--- src/rtl/aes_pkg.sv ---
// Shared types for the AES response collector.
// Func code, block width and tag/response bundles.
package aes_pkg;

  localparam int AES_BLK_W    = 128;
  localparam int FUNC_ENC_BIT = 0;
  localparam int RSP_ID_W     = 4;

  typedef logic [2:0] aes_func_t;

  typedef struct packed {
    aes_func_t             func;
    logic [RSP_ID_W-1:0]   id;
  } aes_tag_t;

  typedef struct packed {
    logic [AES_BLK_W-1:0]  data;
    aes_func_t             func;
    logic [RSP_ID_W-1:0]   id;
  } aes_rsp_t;

endpackage

--- src/rtl/aes_rsp_collector_if.sv ---
// Host/core-facing bundle of the response collector.
// master = host/core side, slave = collector.
interface aes_rsp_collector_if
  import aes_pkg::*;
#(
  parameter int DEPTH = 4,
  parameter int ID_W  = RSP_ID_W
);

  localparam int CNT_W = $clog2(DEPTH) + 1;

  logic                 issue_valid;
  logic                 issue_ready;
  aes_func_t            issue_func;
  logic [ID_W-1:0]      issue_id;

  logic                 call_complete;
  logic [AES_BLK_W-1:0] ciphertext;
  logic [AES_BLK_W-1:0] plaintext;

  logic                 rsp_valid;
  logic                 rsp_ready;
  logic [AES_BLK_W-1:0] rsp_data;
  aes_func_t            rsp_func;
  logic [ID_W-1:0]      rsp_id;

  logic [CNT_W-1:0]     outstanding;
  logic                 err_orphan;

  modport master (
    output issue_valid, issue_func, issue_id,
    output call_complete, ciphertext, plaintext,
    output rsp_ready,
    input  issue_ready, rsp_valid, rsp_data,
    input  rsp_func, rsp_id, outstanding, err_orphan
  );

  modport slave (
    input  issue_valid, issue_func, issue_id,
    input  call_complete, ciphertext, plaintext,
    input  rsp_ready,
    output issue_ready, rsp_valid, rsp_data,
    output rsp_func, rsp_id, outstanding, err_orphan
  );

endinterface

--- src/rtl/aes_sync_fifo.sv ---
// Flop-based synchronous FIFO, same-cycle push/pop.
// Read data is the registered head entry.
module aes_sync_fifo #(
  parameter int WIDTH = 8,
  parameter int DEPTH = 4
) (
  input  logic                       clk,
  input  logic                       rst_n,
  input  logic                       push,
  input  logic [WIDTH-1:0]           wdata,
  input  logic                       pop,
  output logic [WIDTH-1:0]           rdata,
  output logic                       full,
  output logic                       empty,
  output logic [$clog2(DEPTH):0]     count
);

  localparam int AW = $clog2(DEPTH);
  localparam int CW = AW + 1;

  logic [WIDTH-1:0] mem [DEPTH];
  logic [AW-1:0]    wptr;
  logic [AW-1:0]    rptr;
  logic             do_push;
  logic             do_pop;

  assign empty   = (count == '0);
  assign full    = (count == CW'(DEPTH));
  assign do_pop  = pop & ~empty;
  assign do_push = push & (~full | do_pop);
  assign rdata   = mem[rptr];

  // Storage, pointers and occupancy.
  always_ff @(posedge clk or negedge rst_n) begin
    if (!rst_n) begin
      for (int i = 0; i < DEPTH; i++) mem[i] <= '0;
      wptr  <= '0;
      rptr  <= '0;
      count <= '0;
    end else begin
      if (do_push) begin
        mem[wptr] <= wdata;
        wptr      <= wptr + 1'b1;
      end
      if (do_pop) rptr <= rptr + 1'b1;
      unique case ({do_push, do_pop})
        2'b10:   count <= count + 1'b1;
        2'b01:   count <= count - 1'b1;
        default: count <= count;
      endcase
    end
  end

`ifdef SIM
  // A push into a full FIFO with no pop would lose data.
  always @(posedge clk) begin
    if (rst_n) begin
      assert (!(push && full && !pop))
        else $error("aes_sync_fifo push when full");
    end
  end
`endif

endmodule

--- src/rtl/aes_rsp_collector.sv ---
// Tags AES requests and returns ordered, tagged results.
// Credit covers tags in flight plus buffered responses.
module aes_rsp_collector
  import aes_pkg::*;
#(
  parameter int DEPTH = 4,
  parameter int ID_W  = RSP_ID_W
) (
  input  logic            eph1,
  input  logic            reset,
  aes_rsp_collector_if.slave bus
);

  localparam int CNT_W = $clog2(DEPTH) + 1;

  aes_tag_t         tag_wdata;
  aes_tag_t         tag_rdata;
  logic             tag_full;
  logic             tag_empty;
  logic [CNT_W-1:0] tag_count;

  aes_rsp_t         rsp_wdata;
  aes_rsp_t         rsp_rdata;
  logic             rsp_full;
  logic             rsp_empty;
  logic [CNT_W-1:0] rsp_count;

  logic             issue_fire;
  logic             tag_pop;
  logic             rsp_pop;
  logic [CNT_W-1:0] outstanding;
  logic             err_orphan;

  assign issue_fire = bus.issue_valid & bus.issue_ready;
  assign tag_pop    = bus.call_complete & ~tag_empty;
  assign rsp_pop    = bus.rsp_valid & bus.rsp_ready;

  assign tag_wdata.func = bus.issue_func;
  assign tag_wdata.id   = bus.issue_id;

  assign rsp_wdata.data = tag_rdata.func[FUNC_ENC_BIT]
                        ? bus.ciphertext
                        : bus.plaintext;
  assign rsp_wdata.func = tag_rdata.func;
  assign rsp_wdata.id   = tag_rdata.id;

  aes_sync_fifo #(
    .WIDTH ($bits(aes_tag_t)),
    .DEPTH (DEPTH)
  ) u_tag_fifo (
    .clk   (eph1),
    .rst_n (reset),
    .push  (issue_fire),
    .wdata (tag_wdata),
    .pop   (tag_pop),
    .rdata (tag_rdata),
    .full  (tag_full),
    .empty (tag_empty),
    .count (tag_count)
  );

  aes_sync_fifo #(
    .WIDTH ($bits(aes_rsp_t)),
    .DEPTH (DEPTH)
  ) u_rsp_fifo (
    .clk   (eph1),
    .rst_n (reset),
    .push  (tag_pop),
    .wdata (rsp_wdata),
    .pop   (rsp_pop),
    .rdata (rsp_rdata),
    .full  (rsp_full),
    .empty (rsp_empty),
    .count (rsp_count)
  );

  // Credit: +1 per issue, -1 per response pop.
  always_ff @(posedge eph1 or negedge reset) begin
    if (!reset) begin
      outstanding <= '0;
    end else begin
      unique case ({issue_fire, rsp_pop})
        2'b10:   outstanding <= outstanding + 1'b1;
        2'b01:   outstanding <= outstanding - 1'b1;
        default: outstanding <= outstanding;
      endcase
    end
  end

  // Sticky flag for a completion with nothing pending.
  always_ff @(posedge eph1 or negedge reset) begin
    if (!reset) begin
      err_orphan <= 1'b0;
    end else if (bus.call_complete && tag_empty) begin
      err_orphan <= 1'b1;
    end
  end

  assign bus.issue_ready = (outstanding < CNT_W'(DEPTH));
  assign bus.outstanding = outstanding;
  assign bus.err_orphan  = err_orphan;
  assign bus.rsp_valid   = ~rsp_empty;
  assign bus.rsp_data    = rsp_rdata.data;
  assign bus.rsp_func    = rsp_rdata.func;
  assign bus.rsp_id      = rsp_rdata.id;

`ifdef SIM
  // Tags plus responses can never exceed the credit.
  always @(posedge eph1) begin
    if (reset) begin
      assert ((tag_count + rsp_count) <= outstanding)
        else $error("aes_rsp_collector credit overrun");
      assert (!(tag_full && issue_fire && !tag_pop))
        else $error("aes_rsp_collector tag overflow");
      assert (!(rsp_full && tag_pop && !rsp_pop))
        else $error("aes_rsp_collector rsp overflow");
    end
  end
`endif

endmodule

--- src/flat_wrapper.sv ---
// flat-port wrapper written by rule: the top's interface ports become plain ports
module aes_rsp_collector_flat import aes_pkg::*;
#(
  parameter int DEPTH = 4,
  parameter int ID_W  = RSP_ID_W
)
  (eph1, reset, bus_issue_valid, bus_issue_func, bus_issue_id, bus_call_complete, bus_ciphertext, bus_plaintext, bus_rsp_ready, bus_issue_ready, bus_rsp_valid, bus_rsp_data, bus_rsp_func, bus_rsp_id, bus_outstanding, bus_err_orphan);
  aes_rsp_collector_if #(.DEPTH(DEPTH), .ID_W(ID_W)) bus_i ();
  input  logic eph1;
  input  logic reset;
  input wire logic [$bits(bus_i.issue_valid)-1:0] bus_issue_valid;
  input wire logic [$bits(bus_i.issue_func)-1:0] bus_issue_func;
  input wire logic [$bits(bus_i.issue_id)-1:0] bus_issue_id;
  input wire logic [$bits(bus_i.call_complete)-1:0] bus_call_complete;
  input wire logic [$bits(bus_i.ciphertext)-1:0] bus_ciphertext;
  input wire logic [$bits(bus_i.plaintext)-1:0] bus_plaintext;
  input wire logic [$bits(bus_i.rsp_ready)-1:0] bus_rsp_ready;
  output wire logic [$bits(bus_i.issue_ready)-1:0] bus_issue_ready;
  output wire logic [$bits(bus_i.rsp_valid)-1:0] bus_rsp_valid;
  output wire logic [$bits(bus_i.rsp_data)-1:0] bus_rsp_data;
  output wire logic [$bits(bus_i.rsp_func)-1:0] bus_rsp_func;
  output wire logic [$bits(bus_i.rsp_id)-1:0] bus_rsp_id;
  output wire logic [$bits(bus_i.outstanding)-1:0] bus_outstanding;
  output wire logic [$bits(bus_i.err_orphan)-1:0] bus_err_orphan;
  assign bus_i.issue_valid = bus_issue_valid;
  assign bus_i.issue_func = bus_issue_func;
  assign bus_i.issue_id = bus_issue_id;
  assign bus_i.call_complete = bus_call_complete;
  assign bus_i.ciphertext = bus_ciphertext;
  assign bus_i.plaintext = bus_plaintext;
  assign bus_i.rsp_ready = bus_rsp_ready;
  assign bus_issue_ready = bus_i.issue_ready;
  assign bus_rsp_valid = bus_i.rsp_valid;
  assign bus_rsp_data = bus_i.rsp_data;
  assign bus_rsp_func = bus_i.rsp_func;
  assign bus_rsp_id = bus_i.rsp_id;
  assign bus_outstanding = bus_i.outstanding;
  assign bus_err_orphan = bus_i.err_orphan;
  aes_rsp_collector #(.DEPTH(DEPTH), .ID_W(ID_W)) u_core (.eph1(eph1), .reset(reset), .bus(bus_i));
endmodule
--- config.mk ---
export PLATFORM = sky130hd
export DESIGN_NAME = aes_rsp_collector_flat
export DESIGN_NICKNAME = d
export VERILOG_FILES = /design/src/rtl/aes_pkg.sv /design/src/rtl/aes_rsp_collector_if.sv /design/src/rtl/aes_sync_fifo.sv /design/src/rtl/aes_rsp_collector.sv /design/src/flat_wrapper.sv
export SDC_FILE = /design/constraint.sdc
export NUM_CORES = 1
export LEC_CHECK = 0
export ABC_AREA = 1
export CAP_MARGIN = 40
export CORE_ASPECT_RATIO = 0.8
export CORE_MARGIN = 2
export CORE_UTILIZATION = 29
export DETAILED_ROUTE_END_ITERATION = 10
export MAX_ROUTING_LAYER = met4
export SYNTH_ARGS = -nofsm -noshare
export SYNTH_HDL_FRONTEND = slang
export SYNTH_HIERARCHICAL = 1
export SYNTH_SLANG_ARGS = --single-unit
--- constraint.sdc ---
create_clock -name eph1 -period 4.79 [get_ports eph1]
set_input_delay 0.958 -clock eph1 [delete_from_list [all_inputs] [get_ports eph1]]
set_output_delay 0.958 -clock eph1 [all_outputs]
set_load 0.005 [all_outputs]
# ---- Word level (Yosys, flattened, before mapping)
# Index checks and enable logic that the tools add are counted.
dict set report word_totals {
  out_inout_bits 141
  reg_bits 586
}
dict set report classes {
  magnitude_cmp 7
  n_mux 16
  reduce_logical 8
  n_eq_ne 8
  bitwise 17
  n_addsub 10
}
# op count
set op_table {}
lappend op_table {{540-bit bitwise mux} 1}
lappend op_table {{135-bit 2-to-1 mux} 3}
lappend op_table {{135-bit binary-select mux with 2-bit select} 1}
lappend op_table {{135-bit demux with 2-bit select} 1}
lappend op_table {{128-bit 2-to-1 mux} 1}
lappend op_table {{28-bit bitwise mux} 1}
lappend op_table {{7-bit 2-to-1 mux} 3}
lappend op_table {{3-bit case mux with 2 select lines} 3}
lappend op_table {{7-bit binary-select mux with 2-bit select} 1}
lappend op_table {{7-bit demux with 2-bit select} 1}
lappend op_table {{3-bit greater-or-equal comparator (second input constant)} 4}
lappend op_table {{2-bit inverter with 3-bit output} 4}
lappend op_table {{3-bit by 1-bit adder with 3-bit output (second input constant)} 3}
lappend op_table {{3-bit by 1-bit subtractor with 3-bit output (second input constant)} 3}
lappend op_table {{2-bit by 1-bit adder with 2-bit output (second input constant)} 4}
lappend op_table {{1-bit AND} 7}
lappend op_table {{2-bit by 1-bit equality test with 1-bit output (second input constant)} 3}
lappend op_table {{2-bit equality test (second input constant)} 3}
lappend op_table {{3-bit equality test (second input constant)} 2}
lappend op_table {{3-bit logical NOT} 2}
lappend op_table {{3-bit by 1-bit less-than comparator with 1-bit output (second input constant)} 2}
lappend op_table {{2-bit nonzero test} 3}
lappend op_table {{1-bit inverter} 4}
lappend op_table {{1-bit logical AND} 3}
lappend op_table {{other kinds (2)} 3}

# ---- Longest topological paths before layout
dict set report logic_depth {
  depth_word 8
  depth_mapped 16
  depth_no_buf 14
}

# ---- Cells and area by module
# Netlist, hierarchy kept.
# mod area_per_inst_um2 n_inst cells_each
set by_module_without_submodules {}
lappend by_module_without_submodules {{aes_sync_fifo at u_core.u_rsp_fifo} 26196.4 1 3212}
lappend by_module_without_submodules {aes_rsp_collector 1851.8 1 171}
lappend by_module_without_submodules {{aes_sync_fifo at u_core.u_tag_fifo} 1839.3 1 214}

# ---- Worst setup path after synthesis
# OpenSTA, ideal clock, no wires.
dict set report synth_path {
  path_kind {input port to flip-flop}
  start {input port bus_call_complete}
  end {register u_core.u_rsp_fifo.count[1]}
  t_arrival_ns 2.576
  cell_stages 10
  slack_ns 2.132
  required_time_ns 4.707
  path_buffers 3
  cell_sequence {inv_1 nor2_1 buf_2 buf_2 buf_2 nand2_1 ha_1 inv_1 fa_1 o21ai_0}
}
dict set report synth_via {
  elab_chain_cells 4
  word_cells_on_any_way 6
}
# item line
set synth_lines {}
lappend synth_lines {{from (decl)} flat_wrapper.sv:14} ;# input wire logic [$bits(bus_i.call_complete)-1:0] bus_call_complete;
lappend synth_lines {{1-bit AND (*)} aes_rsp_collector.sv:35} ;# assign tag_pop = bus.call_complete & ~tag_empty;
lappend synth_lines {{via u_core.tag_pop} aes_rsp_collector.sv:29} ;# logic tag_pop;
lappend synth_lines {{1-bit AND (*)} aes_sync_fifo.sv:30} ;# assign do_push = push & (~full | do_pop);
lappend synth_lines {{2-bit by 1-bit equality test with 1-bit output or 2-bit equality test (tied branches)} aes_sync_fifo.sv:46} ;# unique case ({do_push, do_pop})
lappend synth_lines {{3-bit case mux with 2 select lines or 2-bit nonzero test (tied branches)} --}
lappend synth_lines {{to (signal assigned)} aes_sync_fifo.sv:47} ;# 2'b10: count <= count + 1'b1;
lappend synth_lines {{to (signal assigned)} aes_sync_fifo.sv:48} ;# 2'b01: count <= count - 1'b1;
lappend synth_lines {{to (signal assigned)} aes_sync_fifo.sv:49} ;# default: count <= count;
lappend synth_lines {{to (decl)} aes_sync_fifo.sv:15} ;# output logic [$clog2(DEPTH):0] count
# The timed path passes the listed nets; every way through them passes the cells marked *.
# A chain may end at the register's enable or synchronous reset.

# ---- Worst setup path after layout
dict set report layout_path {
  start {register u_core.u_rsp_fifo.rptr[0]}
  end {output port bus_rsp_data[30]}
}
dict set report layout_via {
  elab_chain_cells 4
}
# item line
set layout_lines {}
lappend layout_lines {{from (decl)} aes_sync_fifo.sv:23} ;# logic [AW-1:0] rptr;
lappend layout_lines {{from (signal assigned)} aes_sync_fifo.sv:45} ;# if (do_pop) rptr <= rptr + 1'b1;
lappend layout_lines {{2-bit inverter with 3-bit output (not written as such)} aes_sync_fifo.sv:31} ;# assign rdata = mem[rptr];
lappend layout_lines {{135-bit binary-select mux with 2-bit select} aes_sync_fifo.sv:31}
lappend layout_lines {{135-bit 2-to-1 mux (not written as such) (2 in a row)} aes_sync_fifo.sv:31}
lappend layout_lines {{to (decl)} flat_wrapper.sv:20} ;# output wire logic [$bits(bus_i.rsp_data)-1:0] bus_rsp_data;
# Every way passes these cells. The select of a mux whose other input is x is not followed.

==> results.md <==
- Compared with the post-synthesis result, the final layout area differs by 24.8%.
- The type of origin of the critical path is a flip-flop.
- The measured slew at the worst slew-check pin is 1.02 ns.
- Setup violations remaining at the end of the flow were counted as 0.
- The CTS buffer count is 67.
- Detailed placement finished with a half-perimeter wire length of 57,200 um.
- Walking the worst path, the cells encountered are inv_8, buf_12, o21ai_0, o22ai_1, clkdlybuf4s50_1.
- The nature of the critical path endpoint is a primary output.
- Clock latency on the worst-skew pair, taken at its later pin, is 0.62 ns.
- The worst pin sits at a relative slew slack of 32.2%.
- In the final timing run, aggregate negative setup slack is 0 ns.
- TritonCTS built the clock tree.
- For this configuration, the core starts out at a cell density of 29.2%.
- After clock tree synthesis, the clock-pin slew on the worst setup and hold paths is 0.06 ns.
- The run finished with clean final reports.
- In this run the mean area of a mapped cell was 8.31 um^2.
- The horizontal die dimension is 363 um.
- The clock sink total is 586.
- Summed over all layers, the global routing overflow is 0.
- The fraction of final layout cells sized beyond drive strength 1 is 8.58%.
- Of the total power, the share spent switching nets is 43.0%.
- The highest ir drop seen on vdd is 0.000432 V.
- The number of cells traversed by the worst register-to-register path is 14.
- The initial antenna violation count came to 0.
- For flop-to-flop paths, the worst setup slack is 1.90 ns.
- The slowest stage of the critical path is the dfrtp_4 cell.
- The repair_antennas step left the layout with diodes totalling 0.
- The worst-case setup slack after placement is 0.978 ns.
- The cell area after synthesis is 29,900 um^2.
- After detailed placement, the total cell area comes to 34,800 um^2.
- Between clock sinks in the finished design, the worst skew comes to 0.0271 ns.
- The post-detailed-route wirelength per cell is 19.7 um.
- In this run the critical register-to-register path is captured at u_core/u_tag_fifo/count[2].
- Before antenna repair, the detailed router went through 5 iterations.
- The routability-driven placement congestion ratio is 0.776.
- The number of resized instances in the post-cts repair step is 0.
- The static leakage power is 17.3 nW.
- For this design the top-level I/O count stands at 409.
- The maximum number of buffers from clock root to sink is 3.
- The hold violation total from the final report is 0.
- For this design the ratio of total power to cell area is 776 nW/um^2.
- The post-route antenna net violation count is 0.
- The routed design has 102,000 um of wire.
- The clock network burns 20.1% of the power.
- During synthesis, Yosys emitted a total of 6 warnings.
- The via count is 27,300.
- Hold repair after CTS inserted 0 buffers.
- The core region area is 102,000 um^2.
- After routing the design area is 37,300 um^2.
- Dividing the final minimum period by the clock period gives 89.1%.
- The proportion of power drawn by combinational gates is 50.5%.
- The delay of the slowest critical-path stage is 0.65 ns.
- The net total in the final layout is 4,064.
- In the global route stage, overall resource usage came out at 19.4%.
- The floorplan step defined a die boundary enclosing 106,000 um^2.
- The DRC marker count from the first detailed-route iteration is 2,700.
- The maximum clock rate is 234 MHz.
- The number of port buffers is 408.
- The site row count is 105.
- In this run the worst path has a maximum fanout of 100.
- Among cell families on the critical path, the largest total delay comes from buffers and inverters.
- The internal power component is 16.5 mW.
- The tree is rooted in a clkbuf_16.
- The worst reg2reg path startpoint is u_core/u_tag_fifo/count[1].
- The remaining routing DRC violations is 0.
- The total nets after synthesis is 3,877.
- In this run the vertical extent of the chip is 291 um.
- Subtracting the final worst setup slack from the clock period gives 4.27 ns.
- The combined buffer and inverter count along the critical path is 3.
- Cells fill 36.4% of the core in the end.
- Synthesis produced 3,595 cells.
- The number of max-cap violations is 0.
- The critical path is of the flip-flop to primary output type.
- The first global-routing pass estimated 160,000 um of wire.
- Setup repair after global routing left no endpoint under its margin.
- The number of max-slew violations in the final report is 0.
- Using the TritonRoute via totals, the vias-per-cell ratio works out to 5.28.
- The number of global-route vias before repair is 26,900.
- Entering global routing, the biggest net connects 196 pins.
- The part of the power in registers is 29.4%.
- CTS built an H-tree with a depth of 3.
- In this run the power spent charging and discharging nets is 12.4 mW.
- STA puts the critical path data arrival time at 3.31 ns.
- The post-CTS repair timing setup buffer count is 0.
- The required time at the worst-slack endpoint is 3.83 ns.
- In the post-route analysis, the smallest setup slack over all paths is 0.524 ns.
- The min-delay analysis places its worst path in the category input pin to asynchronous set/reset pin.
==> worst reg2reg max path, cell delays in order, from the launching register on <==
cell and delay [ns]:
dfrtp_1 0.41, nor2_4 0.07, nand2_1 0.08, inv_1 0.08, nor2_4 0.46, clkinv_1 0.22
nand3_4 0.37, nand2_1 0.19, ha_1 0.26, inv_1 0.09, fa_1 0.20, inv_1 0.05
nand2_1 0.06, nand3b_1 0.10, xor2_1 0.15
==> registers in the layout (all words and copies together), names as in the netlist <==
signal	count
u_core/u_tag_fifo/wptr	2
u_core/u_rsp_fifo/wptr	2
u_core/u_rsp_fifo/rptr	2
u_core/bus.outstanding	3
u_core/u_rsp_fifo/mem	540
u_core/u_tag_fifo/mem	28
u_core/u_tag_fifo/count	3
u_core/u_rsp_fifo/count	3
u_core/bus.err_orphan	1
u_core/u_tag_fifo/rptr	2
==> worst max path at each step <==
| stage | start | to | slack [ns] | cells past startpoint |
|---|---|---|---|---|
| CTS | u_core/u_rsp_fifo/rptr[0] | bus_rsp_data[82] | 0.52 | 5 |
| global placement | bus_call_complete | u_core/u_tag_fifo/count[2] | 0.99 | 13 |
| floorplan | bus_call_complete | u_core/u_rsp_fifo/count[1] | 2.13 | 10 |
| finish | u_core/u_rsp_fifo/rptr[0] | bus_rsp_data[30] | 0.52 | 5 |
| global route | u_core/u_rsp_fifo/rptr[0] | bus_rsp_data[26] | 0.37 | 5 |
| detailed placement | bus_call_complete | u_core/u_tag_fifo/count[2] | 0.98 | 13 |
==> metal layers <==
metal  share of wire, %  global-route usage [%]  vias up  routed length (um)
met2                 46                    29.5      967               46900
li1                   -                       -    12800                   -
met3                6.8                    3.01      131                6950
met5                  0                       -        -                   0
met4                2.1                    5.57        0                2180
met1                 45                    26.7    13400               46000
==> power groups by stage <==
stage	Sequential, mW	Clock [mW]	Combinational (mW)
global placement	8.52	0	14.4
floorplan	8.11	0	8.94
detailed placement	8.56	0	14.7
global route	8.80	6.13	16.1
CTS	8.51	5.95	14.7
finish	8.52	5.80	14.6
==> cell usage in the layout, fill, tap and decap left out, types with 2 or more instances in the layout <==
cell,instances
nand3_2,6
buf_16,5
buf_12,26
o21ai_1,2
clkbuf_16,69
nand3_4,6
inv_6,4
xnor2_1,5
bufinv_16,14
clkbuf_1,9
inv_8,2
nor2_4,2
clkinvlp_4,4
nand4_1,569
fa_1,3
o22ai_1,141
mux2_2,128
nand3_1,3
ha_1,7
dfrtp_1,584
nand3b_1,2
clkdlybuf4s50_1,407
o21ai_0,287
ha_4,4
nand2_1,1164
nor2_1,285
clkbuf_8,11
inv_1,30
buf_4,33
xor2_1,4
dfrtp_4,2
clkinv_2,6
clkinv_8,2
==> area by class of cell <==
type | instances | area (um^2)
Clock buffer | 89 | 1910
Multi-Input combinational cell | 2621 | 13300
Clock inverter | 31 | 559
Inverter | 34 | 138
Fill cell | 10500 | 65000
Sequential cell | 586 | 14700
Tap cell | 1337 | 1670
Timing Repair Buffer | 472 | 4990
==> per-stage QoR <==
stage	hold slack, ns	std cells	total power [mW]
4_1_cts	0.436	5170	29.2
3_5_place_dp	0.445	5050	23.2
3_3_place_gp	0.438	5045	22.9
5_1_grt	0.481	5170	31.0
2_1_floorplan	0.437	3595	17.1
6_report	0.426	5170	28.9
(Power assumes the default switching activity.)
